===== config.mk =====
export PLATFORM = sky130hd
export DESIGN_NAME = matmul2x2_seq_flat
export DESIGN_NICKNAME = d
export VERILOG_FILES = /design/src/rtl/matmul2x2_seq_pkg.sv /design/src/rtl/matmul2x2_seq_if.sv /design/src/rtl/matmul2x2_seq_mul.sv /design/src/rtl/matmul2x2_seq.sv /design/src/flat_wrapper.sv
export SDC_FILE = /design/constraint.sdc
export NUM_CORES = 1
export LEC_CHECK = 0
export ABC_AREA = 1
export ABC_CLOCK_PERIOD_IN_PS = 11400
export CAP_MARGIN = 20
export CORE_MARGIN = 2
export CORE_UTILIZATION = 40
export CTS_CLUSTER_SIZE = 28
export DETAILED_ROUTE_END_ITERATION = 10
export PLACE_DENSITY = 0.55
export SLEW_MARGIN = 5
export SYNTH_ARGS = -nofsm -noshare
export SYNTH_HDL_FRONTEND = slang
export SYNTH_SLANG_ARGS = --single-unit

===== constraint.sdc =====
create_clock -name clk -period 11.4 [get_ports clk]
set_input_delay 1.71 -clock clk [delete_from_list [all_inputs] [get_ports clk]]
set_output_delay 1.71 -clock clk [all_outputs]
set_load 0.01 [all_outputs]

===== src/rtl/matmul2x2_seq_pkg.sv =====
// Shared types and constants for the 2x2 matrix-multiply sequencer.
package matmul_pkg;

  typedef enum logic [1:0] {
    ST_LOAD = 2'd0,
    ST_MUL  = 2'd1,
    ST_OUT  = 2'd2
  } state_e;

  localparam int unsigned N_ELEM = 8;
  localparam int unsigned N_STEP = 8;
  localparam int unsigned N_RES  = 4;

  localparam int unsigned EC_W = $clog2(N_ELEM);
  localparam int unsigned SC_W = $clog2(N_STEP);
  localparam int unsigned RI_W = $clog2(N_RES);

  // Operand slot order matches the nibble-serial arrival order.
  localparam int unsigned SLOT_A00 = 0;
  localparam int unsigned SLOT_A01 = 1;
  localparam int unsigned SLOT_A10 = 2;
  localparam int unsigned SLOT_A11 = 3;
  localparam int unsigned SLOT_B00 = 4;
  localparam int unsigned SLOT_B01 = 5;
  localparam int unsigned SLOT_B10 = 6;
  localparam int unsigned SLOT_B11 = 7;

endpackage


===== src/rtl/matmul2x2_seq_if.sv =====
// Operand-in / result-out valid/ready bundle of the sequencer.
interface matmul2x2_seq_if #(
  parameter int unsigned W = 4
) ();
  localparam int unsigned RW = 2 * W + 1;

  logic          in_valid;
  logic [W-1:0]  in_data;
  logic          in_ready;
  logic          out_valid;
  logic [RW-1:0] out_data;
  logic          out_ready;

  modport slave (
    input  in_valid, in_data, out_ready,
    output in_ready, out_valid, out_data
  );

  modport master (
    output in_valid, in_data, out_ready,
    input  in_ready, out_valid, out_data
  );
endinterface


===== src/rtl/matmul2x2_seq_mul.sv =====
// Combinational unsigned WxW ripple array multiplier built from full-adder cells.
module mul4x4_array #(
  parameter int unsigned W = 4
) (
  input  logic [W-1:0]   a_i,
  input  logic [W-1:0]   b_i,
  output logic [2*W-1:0] p_o
);

  function automatic logic [1:0] fa_cell(input logic x, input logic y, input logic ci);
    return {(x & y) | (x & ci) | (y & ci), x ^ y ^ ci};
  endfunction

  logic [2*W-1:0] acc;
  logic           cy;
  logic [1:0]     fs;

  // Row i adds partial product a*b[i] into bits i..i+W of the running sum.
  always_comb begin
    acc          = '0;
    cy           = 1'b0;
    fs           = 2'b00;
    acc[W-1:0]   = a_i & {W{b_i[0]}};
    for (int i = 1; i < int'(W); i++) begin
      cy = 1'b0;
      for (int k = 0; k < int'(W); k++) begin
        fs         = fa_cell(acc[i+k], a_i[k] & b_i[i], cy);
        acc[i+k]   = fs[0];
        cy         = fs[1];
      end
      acc[i+int'(W)] = cy;
    end
    p_o = acc;
  end

endmodule


===== src/rtl/matmul2x2_seq.sv =====
// 2x2 matrix product sequencer sharing one array multiplier across 8 partial products.
module matmul2x2_seq
  import matmul_pkg::*;
#(
  parameter int unsigned W = 4
) (
  input  logic            clk,
  input  logic            rst_n,
  input  logic            clear,
  matmul2x2_seq_if.slave  bus,
  output logic            busy
);

  localparam int unsigned RW = 2 * W + 1;
  localparam int unsigned PW = 2 * W;

  state_e          state_q, state_d;
  logic [EC_W-1:0] ec_q, ec_d;
  logic [SC_W-1:0] sc_q, sc_d;
  logic [RI_W-1:0] ri_q, ri_d;
  logic [W-1:0]    opnd_q [N_ELEM];
  logic [W-1:0]    opnd_d [N_ELEM];
  logic [RW-1:0]   c_q    [N_RES];
  logic [RW-1:0]   c_d    [N_RES];

  logic [W-1:0]    mul_a, mul_b;
  logic [PW-1:0]   prod;
  logic            in_fire, out_fire;

  // Step sc = {i, j, t}: A[i][t] sits at slot {0,i,t}, B[t][j] at slot {1,t,j}.
  assign mul_a = opnd_q[{1'b0, sc_q[2], sc_q[0]}];
  assign mul_b = opnd_q[{1'b1, sc_q[0], sc_q[1]}];

  mul4x4_array #(.W(W)) u_mul (
    .a_i (mul_a),
    .b_i (mul_b),
    .p_o (prod)
  );

  assign bus.in_ready  = (state_q == ST_LOAD);
  assign bus.out_valid = (state_q == ST_OUT);
  assign bus.out_data  = (state_q == ST_OUT) ? c_q[ri_q] : '0;
  assign busy          = (state_q == ST_MUL) || (state_q == ST_OUT);

  assign in_fire  = bus.in_valid & bus.in_ready;
  assign out_fire = bus.out_valid & bus.out_ready;

  // Next-state and datapath update; clear wins over any handshake.
  always_comb begin
    state_d = state_q;
    ec_d    = ec_q;
    sc_d    = sc_q;
    ri_d    = ri_q;
    opnd_d  = opnd_q;
    c_d     = c_q;

    if (clear) begin
      state_d = ST_LOAD;
      ec_d    = '0;
      sc_d    = '0;
      ri_d    = '0;
    end else begin
      unique case (state_q)
        ST_LOAD: begin
          if (in_fire) begin
            opnd_d[ec_q] = bus.in_data;
            if (ec_q == EC_W'(N_ELEM - 1)) begin
              ec_d    = '0;
              sc_d    = '0;
              state_d = ST_MUL;
            end else begin
              ec_d = ec_q + EC_W'(1);
            end
          end
        end
        ST_MUL: begin
          if (!sc_q[0]) c_d[sc_q[2:1]] = RW'(prod);
          else          c_d[sc_q[2:1]] = c_q[sc_q[2:1]] + RW'(prod);
          if (sc_q == SC_W'(N_STEP - 1)) begin
            sc_d    = '0;
            ri_d    = '0;
            state_d = ST_OUT;
          end else begin
            sc_d = sc_q + SC_W'(1);
          end
        end
        ST_OUT: begin
          if (out_fire) begin
            if (ri_q == RI_W'(N_RES - 1)) begin
              ri_d    = '0;
              state_d = ST_LOAD;
            end else begin
              ri_d = ri_q + RI_W'(1);
            end
          end
        end
        default: state_d = ST_LOAD;
      endcase
    end
  end

  always_ff @(posedge clk or negedge rst_n) begin
    if (!rst_n) begin
      state_q <= ST_LOAD;
      ec_q    <= '0;
      sc_q    <= '0;
      ri_q    <= '0;
      for (int e = 0; e < int'(N_ELEM); e++) opnd_q[e] <= '0;
      for (int r = 0; r < int'(N_RES); r++)  c_q[r]    <= '0;
    end else begin
      state_q <= state_d;
      ec_q    <= ec_d;
      sc_q    <= sc_d;
      ri_q    <= ri_d;
      opnd_q  <= opnd_d;
      c_q     <= c_d;
    end
  end

endmodule


===== src/flat_wrapper.sv =====
// flat-port wrapper written by rule: the top's interface ports become plain ports
module matmul2x2_seq_flat import matmul_pkg::*;
#(
  parameter int unsigned W = 4
)
  (clk, rst_n, clear, busy, bus_in_valid, bus_in_data, bus_out_ready, bus_in_ready, bus_out_valid, bus_out_data);
  matmul2x2_seq_if #(.W(W)) bus_i ();
  input  logic clk;
  input  logic rst_n;
  input  logic clear;
  output logic busy;
  input wire logic [$bits(bus_i.in_valid)-1:0] bus_in_valid;
  input wire logic [$bits(bus_i.in_data)-1:0] bus_in_data;
  input wire logic [$bits(bus_i.out_ready)-1:0] bus_out_ready;
  output wire logic [$bits(bus_i.in_ready)-1:0] bus_in_ready;
  output wire logic [$bits(bus_i.out_valid)-1:0] bus_out_valid;
  output wire logic [$bits(bus_i.out_data)-1:0] bus_out_data;
  assign bus_i.in_valid = bus_in_valid;
  assign bus_i.in_data = bus_in_data;
  assign bus_i.out_ready = bus_out_ready;
  assign bus_in_ready = bus_i.in_ready;
  assign bus_out_valid = bus_i.out_valid;
  assign bus_out_data = bus_i.out_data;
  matmul2x2_seq #(.W(W)) u_core (.clk(clk), .rst_n(rst_n), .clear(clear), .bus(bus_i), .busy(busy));
endmodule

Yosys cells after proc, flatten, opt, wreduce, memory -nomap -nowiden
Index checks and enable logic that the tools add are counted.
{"block": "op_classes", "reduce_logical": 14, "n_lt_le_gt_ge": 7, "bitwise": 85, "eq_ne": 10, "shift": 0, "n_mux": 42, "mul": 0, "add_sub_neg": 4, "div_mod_pow": 0}
{"operator": "$bwmux 36", "n": 2}
{"operator": "$mux 9", "n": 6}
{"operator": "$and 1x1->1", "n": 42}
{"operator": "$bmux 9 s2", "n": 2}
{"operator": "$mux 36", "n": 1}
{"operator": "$bwmux 32", "n": 1}
{"operator": "$bmux 4 s3", "n": 2}
{"operator": "$mux 3", "n": 8}
{"operator": "$mux 2", "n": 10}
{"operator": "$mux 4", "n": 5}
{"operator": "$xor 1x1->1", "n": 20}
{"operator": "$demux 9 s2", "n": 1}
{"operator": "$or 1x1->1", "n": 16}
{"operator": "$ne 3x3->1 const B", "n": 5}
{"operator": "$demux 4 s3", "n": 1}
{"operator": "$ge 4x4->1 const B", "n": 3}
{"operator": "$add 9x8->9", "n": 1}
{"operator": "$reduce_and 3->1", "n": 3}
{"operator": "$not 3->4", "n": 2}
{"operator": "$add 3x1->3 const B", "n": 2}
{"operator": "$eq 3x3->1 const B", "n": 2}
{"operator": "$ge 3x3->1 const B", "n": 2}
{"operator": "$not 2->3", "n": 2}
{"operator": "$pmux 2 s3", "n": 1}
{"operator": "17 further kinds", "n": 22}
{"block": "totals", "reg_bits": 78, "out_inout_bits": 12, "rom_bits": 0, "memories": 0, "word_cells": 178, "latch_bits": 0, "mem_bits_rw": 0}

Depth between registers and ports, before layout
Gate-level depths: netlist of the first run.
{"block": "depth", "ltp_word": 27, "depth_mapped": 24}

By module
From an unflattened synthesis of the first run, not the netlist that was laid out.
{"block": "unflattened", "hier_cells": 637, "hier_area_um2": 4763.3}
{"mod": "matmul2x2_seq", "area_each_um2": 4399.2, "instances": 1, "cells_per_inst": 585, "seq_area_each_um2": 1951.9}
{"mod": "mul4x4_array", "area_each_um2": 364.1, "instances": 1, "cells_per_inst": 52, "seq_area_each_um2": 0.0}

Least setup slack after synthesis of the first run
OpenSTA, ideal clock, no wires.
{"block": "synth_timing", "path_type": "register -> register", "start": "register u_core.sc_q[0]", "end": "register u_core.c_q[16] in the netlist's numbering", "path_slack_ps": 6027, "setup_time_ps": 117, "arrival_ps": 5256, "stages_incl_launch_ff": 22, "t_required_ps": 11283, "period_less_slack_ps": 5373, "cell_sequence": "dfrtp_1 > inv_1 > clkbuf_1 > a32o_1 > nor2_1 > ha_1 > fa_1 > fa_1 > fa_1 > fa_1 > fa_1 > fa_1 > fa_1 > ha_1 > nand2_1 > inv_1 > a21oi_1 > nand2_1 > nand2_1 > nand3_1 > nand2_1 > nand2_1"}
{"block": "synth_via", "elab_chain_cells": 27, "elab_cells_between_ends": 89}
{"item": "start: declaration", "line": "matmul2x2_seq.sv:19", "rtl": "logic [SC_W-1:0] sc_q, sc_d;"}
{"item": "start signal: assignment", "line": "matmul2x2_seq.sv:106", "rtl": "sc_q <= '0;"}
{"item": "start signal: assignment", "line": "matmul2x2_seq.sv:113", "rtl": "sc_q <= sc_d;"}
{"item": "$not 2->4 (not written as such) / $not 3->4 (equally long branches)", "line": "matmul2x2_seq.sv:31, matmul2x2_seq.sv:32"}
{"item": "$bmux 4 s3, on equally long branches", "line": "matmul2x2_seq.sv:31, matmul2x2_seq.sv:32"}
{"item": "$mux 4, on equally long branches (2 in a row)", "line": "matmul2x2_seq.sv:31, matmul2x2_seq.sv:32"}
{"item": "$and 4x4->4 / $and 1x1->1 (equally long branches)", "line": "matmul2x2_seq_mul.sv:23, matmul2x2_seq_mul.sv:27"}
{"item": "$and 1x1->1 (2 in a row)", "line": "matmul2x2_seq_mul.sv:11", "rtl": "return {(x & y) | (x & ci) | (y & ci), x ^ y ^ ci};"}
{"item": "$or 1x1->1 (2 in a row)", "line": "matmul2x2_seq_mul.sv:11"}
{"item": "$and 1x1->1", "line": "matmul2x2_seq_mul.sv:11"}
{"item": "$or 1x1->1 (2 in a row)", "line": "matmul2x2_seq_mul.sv:11"}
{"item": "[4 not listed]"}
{"item": "$or 1x1->1 (2 in a row)", "line": "matmul2x2_seq_mul.sv:11"}
{"item": "$and 1x1->1", "line": "matmul2x2_seq_mul.sv:11"}
{"item": "$or 1x1->1 (2 in a row)", "line": "matmul2x2_seq_mul.sv:11"}
{"item": "$and 1x1->1", "line": "matmul2x2_seq_mul.sv:11"}
{"item": "$or 1x1->1 (2 in a row)", "line": "matmul2x2_seq_mul.sv:11"}
{"item": "$add 9x8->9", "line": "matmul2x2_seq.sv:78", "rtl": "else c_d[sc_q[2:1]] = c_q[sc_q[2:1]] + RW'(prod);"}
{"item": "$bwmux 36", "line": "matmul2x2_seq.sv:78"}
{"item": "$mux 36 *", "line": "matmul2x2_seq.sv:77", "rtl": "if (!sc_q[0]) c_d[sc_q[2:1]] = RW'(prod);"}
{"item": "end signal: assignment", "line": "matmul2x2_seq.sv:116", "rtl": "c_q <= c_d;"}
{"item": "end: declaration", "line": "matmul2x2_seq.sv:23", "rtl": "logic [RW-1:0] c_q [N_RES];"}
Mark *: on every way between the ends. The rest lies on a longest branch, timed or not. The select of a mux whose other input is x is not followed.
A chain may end at the register's enable or synchronous reset.

Final worst setup path of the first run
{"block": "layout_timing", "start": "register u_core.sc_q[0]", "end": "register u_core.c_q[25] in the netlist's numbering"}
Same word-level chain as after synthesis.

==> results of run 1 <==
[worst max-delay path, stage by stage, from the launching register on]
cell and delay (ps):
dfrtp_1 810, inv_1 540, nand2_1 160, nand3_1 70
and2_1 170, inv_1 100, nor2_1 60, ha_1 190
fa_1 380, fa_1 470, fa_1 450, fa_1 470
fa_1 450, fa_1 390, fa_1 460, ha_1 370
nand2_1 100, inv_1 40, a21oi_1 180, nand2_1 70
nand2_1 50, nand3_1 120, nand2_1 110, nand2_1 50
[Yosys cell counts (all sizes together)]
| master | number | area [sq um] |
|---|---|---|
| a21oi | 28 | 144 |
| a221oi | 3 | 26.3 |
| a31oi | 1 | 6.26 |
| a32o | 6 | 60.1 |
| and2 | 1 | 6.26 |
| buf | 11 | 56.3 |
| clkbuf | 3 | 11.3 |
| clkinv | 2 | 7.51 |
| dfrtp | 78 | 1950 |
| fa | 9 | 180 |
| ha | 21 | 263 |
| inv | 54 | 203 |
| mux2i | 1 | 10.0 |
| nand2 | 186 | 716 |
| nand3 | 35 | 200 |
| nand3b | 1 | 7.51 |
| nand4 | 1 | 6.26 |
| nor2 | 92 | 360 |
| nor3 | 3 | 15.0 |
| o21a | 1 | 7.51 |
| o21ai | 70 | 350 |
| o22ai | 14 | 87.6 |
| o31ai | 1 | 7.51 |
| or2 | 3 | 18.8 |
[layer usage]
metal	GRT usage, %	routed length [microns]	part of all wire [%]
met5	0	0	0
met4	8.94	272	2.3
met3	3.46	540	4.5
met2	31.8	5420	45
met1	28.4	5690	48
[flip-flops by register name (all words and copies together) (netlist names)]
| name | count |
|---|---|
| u_core.ri_q | 2 |
| u_core.ec_q | 3 |
| u_core.sc_q | 3 |
| u_core.state_q | 2 |
| u_core.c_q | 36 |
| u_core.opnd_q | 32 |
[area by class of cell]
class                   count  area share [%]
multi-input cells         477            46.4
flip-flops and latches     78            36.6
clock buffers              10            4.48
repair buffers             21            4.08
inverters                  56            3.94
well taps                 143            3.36
clock inverters             6            1.15
[metrics by stage]
step                      cell area, sq um  util (%)
final                                 5330      46.5
after global routing                  5330      46.5
after CTS                             5310      46.3
after detailed placement              5010      43.7
after floorplan                       4700         -
after global placement                5010      43.7
[cell families after synthesis]
family          after synthesis  share of synthesized area [%]
buf+inv                      70                           5.91
fa+ha+maj                    30                           9.42
compound gates              124                           14.7
simple gates                322                           28.3
flops                        78                           41.5
mux                           1                          0.213
[power by group]
part	internal [mW]	switching [mW]	total [mW]
logic	0.152	0.269	0.421
clock network	0.175	0.119	0.294
registers	0.330	0.0553	0.385
[final timing paths]
check	start	to	slack [ps]
max reg2reg	u_core.sc_q[0]	u_core.c_q[25]	5020
max in group asynchronous	rst_n	u_core.opnd_q[12]	9470
max	u_core.sc_q[0]	u_core.c_q[25]	5020
min	u_core.opnd_q[17]	u_core.opnd_q[17]	490
min reg2reg	u_core.opnd_q[17]	u_core.opnd_q[17]	490
min in group asynchronous	rst_n	u_core.c_q[26]	1340
==> flow_metrics.py, run 1 <==
metrics = {
    "critical_path": {
        "cp.arrival_ps": 6610,
        "worstSetupPathType": "reg -> reg",
        "critPathMaxFanout": 25,
        "cp.required_ps": 11630,
        "start_kind": "register",
        "end_kind": "register",
        "rr_worst_depth": 23,
    },
    "drt": {
        "post_drt_wl_per_cell_microns": 15.1,
        "ant_nets": 0,
        "wirelength_mm": 11.9,
        "first_iter_violations": 250,
        "num_vias": 4124,
        "drc": 0,
        "drtPass1Iterations": 6,
        "via_per_inst": 5.21,
    },
    "clock_tree": {
        "cts_tree": "done",
        "root_buffer": "clkbuf_16",
        "cts_buffers": 9,
        "path_clk_slew_ps": 60,
        "clock_sinks": 78,
        "clk_latency_ps": 350,
        "clk_path_buf_depth": 2,
        "cts_setup_buffers": 0,
        "hold_buffers": 0,
        "h-tree-depth": 3,
        "cts_resized": 0,
    },
    "job": {
        "max_cap_violations": 0,
    },
    "grt": {
        "grt_overflow": 0,
        "grt_pass1_wl_mm": 20.3,
        "antenna_found_initial": 0,
        "grt_max_degree": 79,
        "track_usage_pct": 20.5,
        "grt_pass1_vias": 3969,
    },
    "floorplan": {
        "dieWidth_microns": 112,
        "fp-row-count": 39,
        "ioPinCount": 21,
        "start_util_pct": 41.0,
        "die-height_microns": 112,
        "die_area_sq_mm": 0.0126,
        "core_area_sq_mm": 0.0115,
    },
    "yosys": {
        "syn_nets": 664,
        "synth_seq_cells": 78,
        "yosysWarnings": 0,
        "seq_area_frac_synth_pct": 41.5,
        "ys_types": 33,
        "avgSynthCellArea_sq_um": 7.52,
        "synth_area_sq_mm": 0.00470,
        "syn-instance-count": 625,
    },
    "final_layout": {
        "multi_input_area_sq_mm": 0.00247,
        "area_growth_pct": 13.4,
        "diodes": 0,
        "n_fill_cell": 1156,
        "layout_commonest_cell": "nand2_1",
        "drive_gt1_share_pct": 7.10,
        "fin_nets": 682,
        "seqCellArea_sq_mm": 0.00195,
        "final_cell_mix": "179 x nand2_1, 88 x nor2_1, 78 x dfrtp_1, 65 x o21ai_0, 46 x inv_1",
        "instances_no_fill": 791,
    },
    "sta": {
        "fin_crit_sh_pct": 56.0,
        "final.setup.worst_slack_ps": 5020,
        "clock.fmax_mhz": 157,
        "rsz0062_at_grt": "no",
        "finalSetupViolCount": 0,
        "finClkSkew_ps": 7.66,
        "fin_crit_ps": 6380,
        "fin_setup_tns_ps": 0,
        "finalHoldViolations": 0,
        "slew_viol_final": 0,
        "hold_ws_ps": 487,
        "slew_headroom_pct": 51.0,
        "worstMarginPinSlew_ps": 735,
    },
    "power": {
        "power-per-cell-area_mw_per_mm2": 206,
        "ir_drop_v": 0.0000821,
        "p_leak_nw": 2.65,
        "finalPower_mw": 1.10,
    },
    "run_status": {
        "status": "finished, final reports clean",
    },
    "worst_hold_path": {
        "worstHoldPathCells": 2,
        "hp-class": "reg -> reg",
    },
    "place": {
        "place_congestion": 0.876,
        "dp_slack_ps": 5000,
        "place_hpwl_mm": 8.30,
        "io_buffers": 20,
        "dp_cells": 774,
    },
}
Power figures use the tool's default switching activity.
==> inputs of run 2 (changes only) <==
--- a/config.mk
+++ b/config.mk
@@ -6,13 +6,13 @@
 export NUM_CORES = 1
 export LEC_CHECK = 0
 export ABC_AREA = 1
-export ABC_CLOCK_PERIOD_IN_PS = 11400
+export ABC_CLOCK_PERIOD_IN_PS = 5300
 export CAP_MARGIN = 20
 export CORE_MARGIN = 2
 export CORE_UTILIZATION = 40
 export CTS_CLUSTER_SIZE = 28
 export DETAILED_ROUTE_END_ITERATION = 10
-export PLACE_DENSITY = 0.55
+export PLACE_DENSITY = 0.57
 export SLEW_MARGIN = 5
 export SYNTH_ARGS = -nofsm -noshare
 export SYNTH_HDL_FRONTEND = slang
==> constraint.sdc (replaced) <==
create_clock -name clk -period 5.3 [get_ports clk]
set_input_delay 0.795 -clock clk [delete_from_list [all_inputs] [get_ports clk]]
set_output_delay 0.795 -clock clk [all_outputs]
set_load 0.01 [all_outputs]
==> run 2 against run 1 <==
- sequential cell count stayed put
- final cell count increased by 2.7%
- design area increased by 4.8%
- sequential power grew 110%
- utilization up 2.2 points
- largest cell class unchanged
- worst setup slack got worse by 4800 ps
- sequential share of layout area down 1.6 points
- critical path type unchanged
- routed wire length rose by 3.6%
==> flow_metrics.py, run 2 (synthesis results as in run 1) <==
metrics = {
    "run_status": {
        "status": "finished, final reports clean",
    },
    "final_layout": {
        "reg.largest.list": "u_core.c_q x36, u_core.opnd_q x32",
        "seqCellArea_sq_mm": 0.00195,
        "drive_gt1_share_pct": 12.0,
        "regMostFlops": "u_core.c_q",
        "fin_nets": 703,
        "area_growth_pct": 18.9,
        "largest_register_ffs": 36,
        "layout_commonest_cell": "nand2_1",
        "multi_input_area_sq_mm": 0.00251,
        "diodes": 0,
        "n_fill_cell": 1130,
        "instances_no_fill": 812,
        "final_cell_mix": "179 x nand2_1, 88 x nor2_1, 76 x dfrtp_1, 64 x o21ai_0, 45 x inv_1",
    },
    "clock_tree": {
        "path_clk_slew_ps": 60,
        "cts_buffers": 9,
        "cts_tree": "done",
        "root_buffer": "clkbuf_16",
        "h-tree-depth": 3,
        "hold_buffers": 0,
        "clock_sinks": 78,
        "clk_path_buf_depth": 2,
        "clk_latency_ps": 350,
    },
    "grt": {
        "grt_overflow": 0,
        "grt_max_degree": 79,
        "track_usage_pct": 21.0,
        "grt_pass1_vias": 4079,
        "grt_pass1_wl_mm": 20.9,
        "antenna_found_initial": 0,
    },
    "place": {
        "io_buffers": 20,
        "place_hpwl_mm": 8.67,
        "place_congestion": 0.851,
        "dp_cells": 794,
    },
    "drt": {
        "num_vias": 4185,
        "first_iter_violations": 200,
        "drtPass1Iterations": 4,
        "post_drt_wl_per_cell_microns": 15.2,
        "via_per_inst": 5.15,
        "ant_nets": 0,
        "drc": 0,
        "wirelength_mm": 12.4,
    },
    "floorplan": {
        "dieWidth_microns": 112,
        "die-height_microns": 112,
        "ioPinCount": 21,
        "core_area_sq_mm": 0.0115,
        "fp-row-count": 39,
        "die_area_sq_mm": 0.0126,
        "start_util_pct": 41.0,
    },
    "sta": {
        "hold_ws_ps": 287,
        "fin_crit_ps": 5050,
        "finalHoldViolations": 0,
        "clock.fmax_mhz": 198,
        "slew_headroom_pct": 48.7,
        "fin_crit_sh_pct": 95.4,
        "slew_viol_final": 0,
        "finalSetupViolCount": 0,
        "worstMarginPinSlew_ps": 770,
        "rsz0062_at_grt": "no",
        "finClkSkew_ps": 9.24,
    },
    "worst_hold_path": {
        "hp-class": "in -> async",
    },
    "critical_path": {
        "end_kind": "register",
        "start_kind": "register",
        "critPathMaxFanout": 8,
        "cp.required_ps": 5540,
        "worstSetupPathType": "reg -> reg",
        "cp.arrival_ps": 5290,
    },
    "power": {
        "power-per-cell-area_mw_per_mm2": 461,
        "ir_drop_v": 0.000219,
        "p_leak_nw": 2.76,
    },
    "job": {
        "max_cap_violations": 0,
    },
}
==> run 2: final timing paths <==
path / cells after the start / endpoint / start / slack, ps
min reg2reg: 2 / u_core.opnd_q[27] / u_core.opnd_q[27] / 490
max in group asynchronous: 2 / u_core.sc_q[0] / rst_n / 4420
max reg2reg: 22 / u_core.c_q[25] / u_core.sc_q[1] / 250
min: 1 / u_core.c_q[2] / rst_n / 290
max: 22 / u_core.c_q[25] / u_core.sc_q[1] / 250
min in group clk: 2 / u_core.opnd_q[27] / u_core.opnd_q[27] / 490
==> run 2: final cells by class <==
| cell class | instances | share of cell area [%] |
|---|---|---|
| Tap cell | 143 | 3.20 |
| Timing Repair Buffer | 42 | 6.85 |
| Clock inverter | 3 | 1.61 |
| Multi-Input combinational cell | 477 | 45.0 |
| Clock buffer | 13 | 4.66 |
| Sequential cell | 78 | 35.0 |
| Inverter | 56 | 3.76 |
==> run 2: through the flow <==
stage / area (sq um) / setup slack (ps) / setup TNS, ps / util [%] / power, mW
after floorplan: 4700 / 31.0 / 0 / - / 1.49
after global placement: 5160 / -67.0 / -257 / 45.0 / 1.80
after detailed placement: 5160 / -225 / -1230 / 45.0 / 1.82
after CTS: 5540 / 20.5 / 0 / 48.3 / 2.58
after global routing: 5590 / 24.9 / 0 / 48.7 / 2.78
final: 5590 / 246 / 0 / 48.7 / 2.58
==> run 2: routing by layer <==
metal,share of wire (%),global-route usage [%],vias up,wire length (microns)
met1,49,28.9,1968,6030
met4,1.9,7.97,0,233
li1,-,-,2116,-
met2,45,33.7,83,5600
met5,0,0,-,0
met3,4.0,3.13,18,495
==> run 2: report_power, final <==
| part | switching (mW) | internal [mW] |
|---|---|---|
| sequential | 0.107 | 0.711 |
| clock | 0.251 | 0.487 |
| combinational | 0.619 | 0.403 |
==> run 2: what timing repair did <==
item,CTS,global route
gates resized for setup,9,7
setup endpoints to repair,12,12
pin swaps,3,5
setup buffers,0,1
==> run 2: worst max-delay path, stage by stage (launching register included) <==
cell	delay, ps
dfrtp_2	470
o21ai_1	200
nand2_1	80
o21ai_1	100
inv_1	80
buf_4	140
nor2_1	170
fa_2	450
ha_1	240
fa_2	390
fa_2	340
fa_1	470
fa_2	400
fa_2	570
ha_4	210
nand2_1	70
inv_1	50
a21oi_2	150
nand2_1	70
nand2_1	70
nand3_2	90
nand2_1	70
nand2_1	50
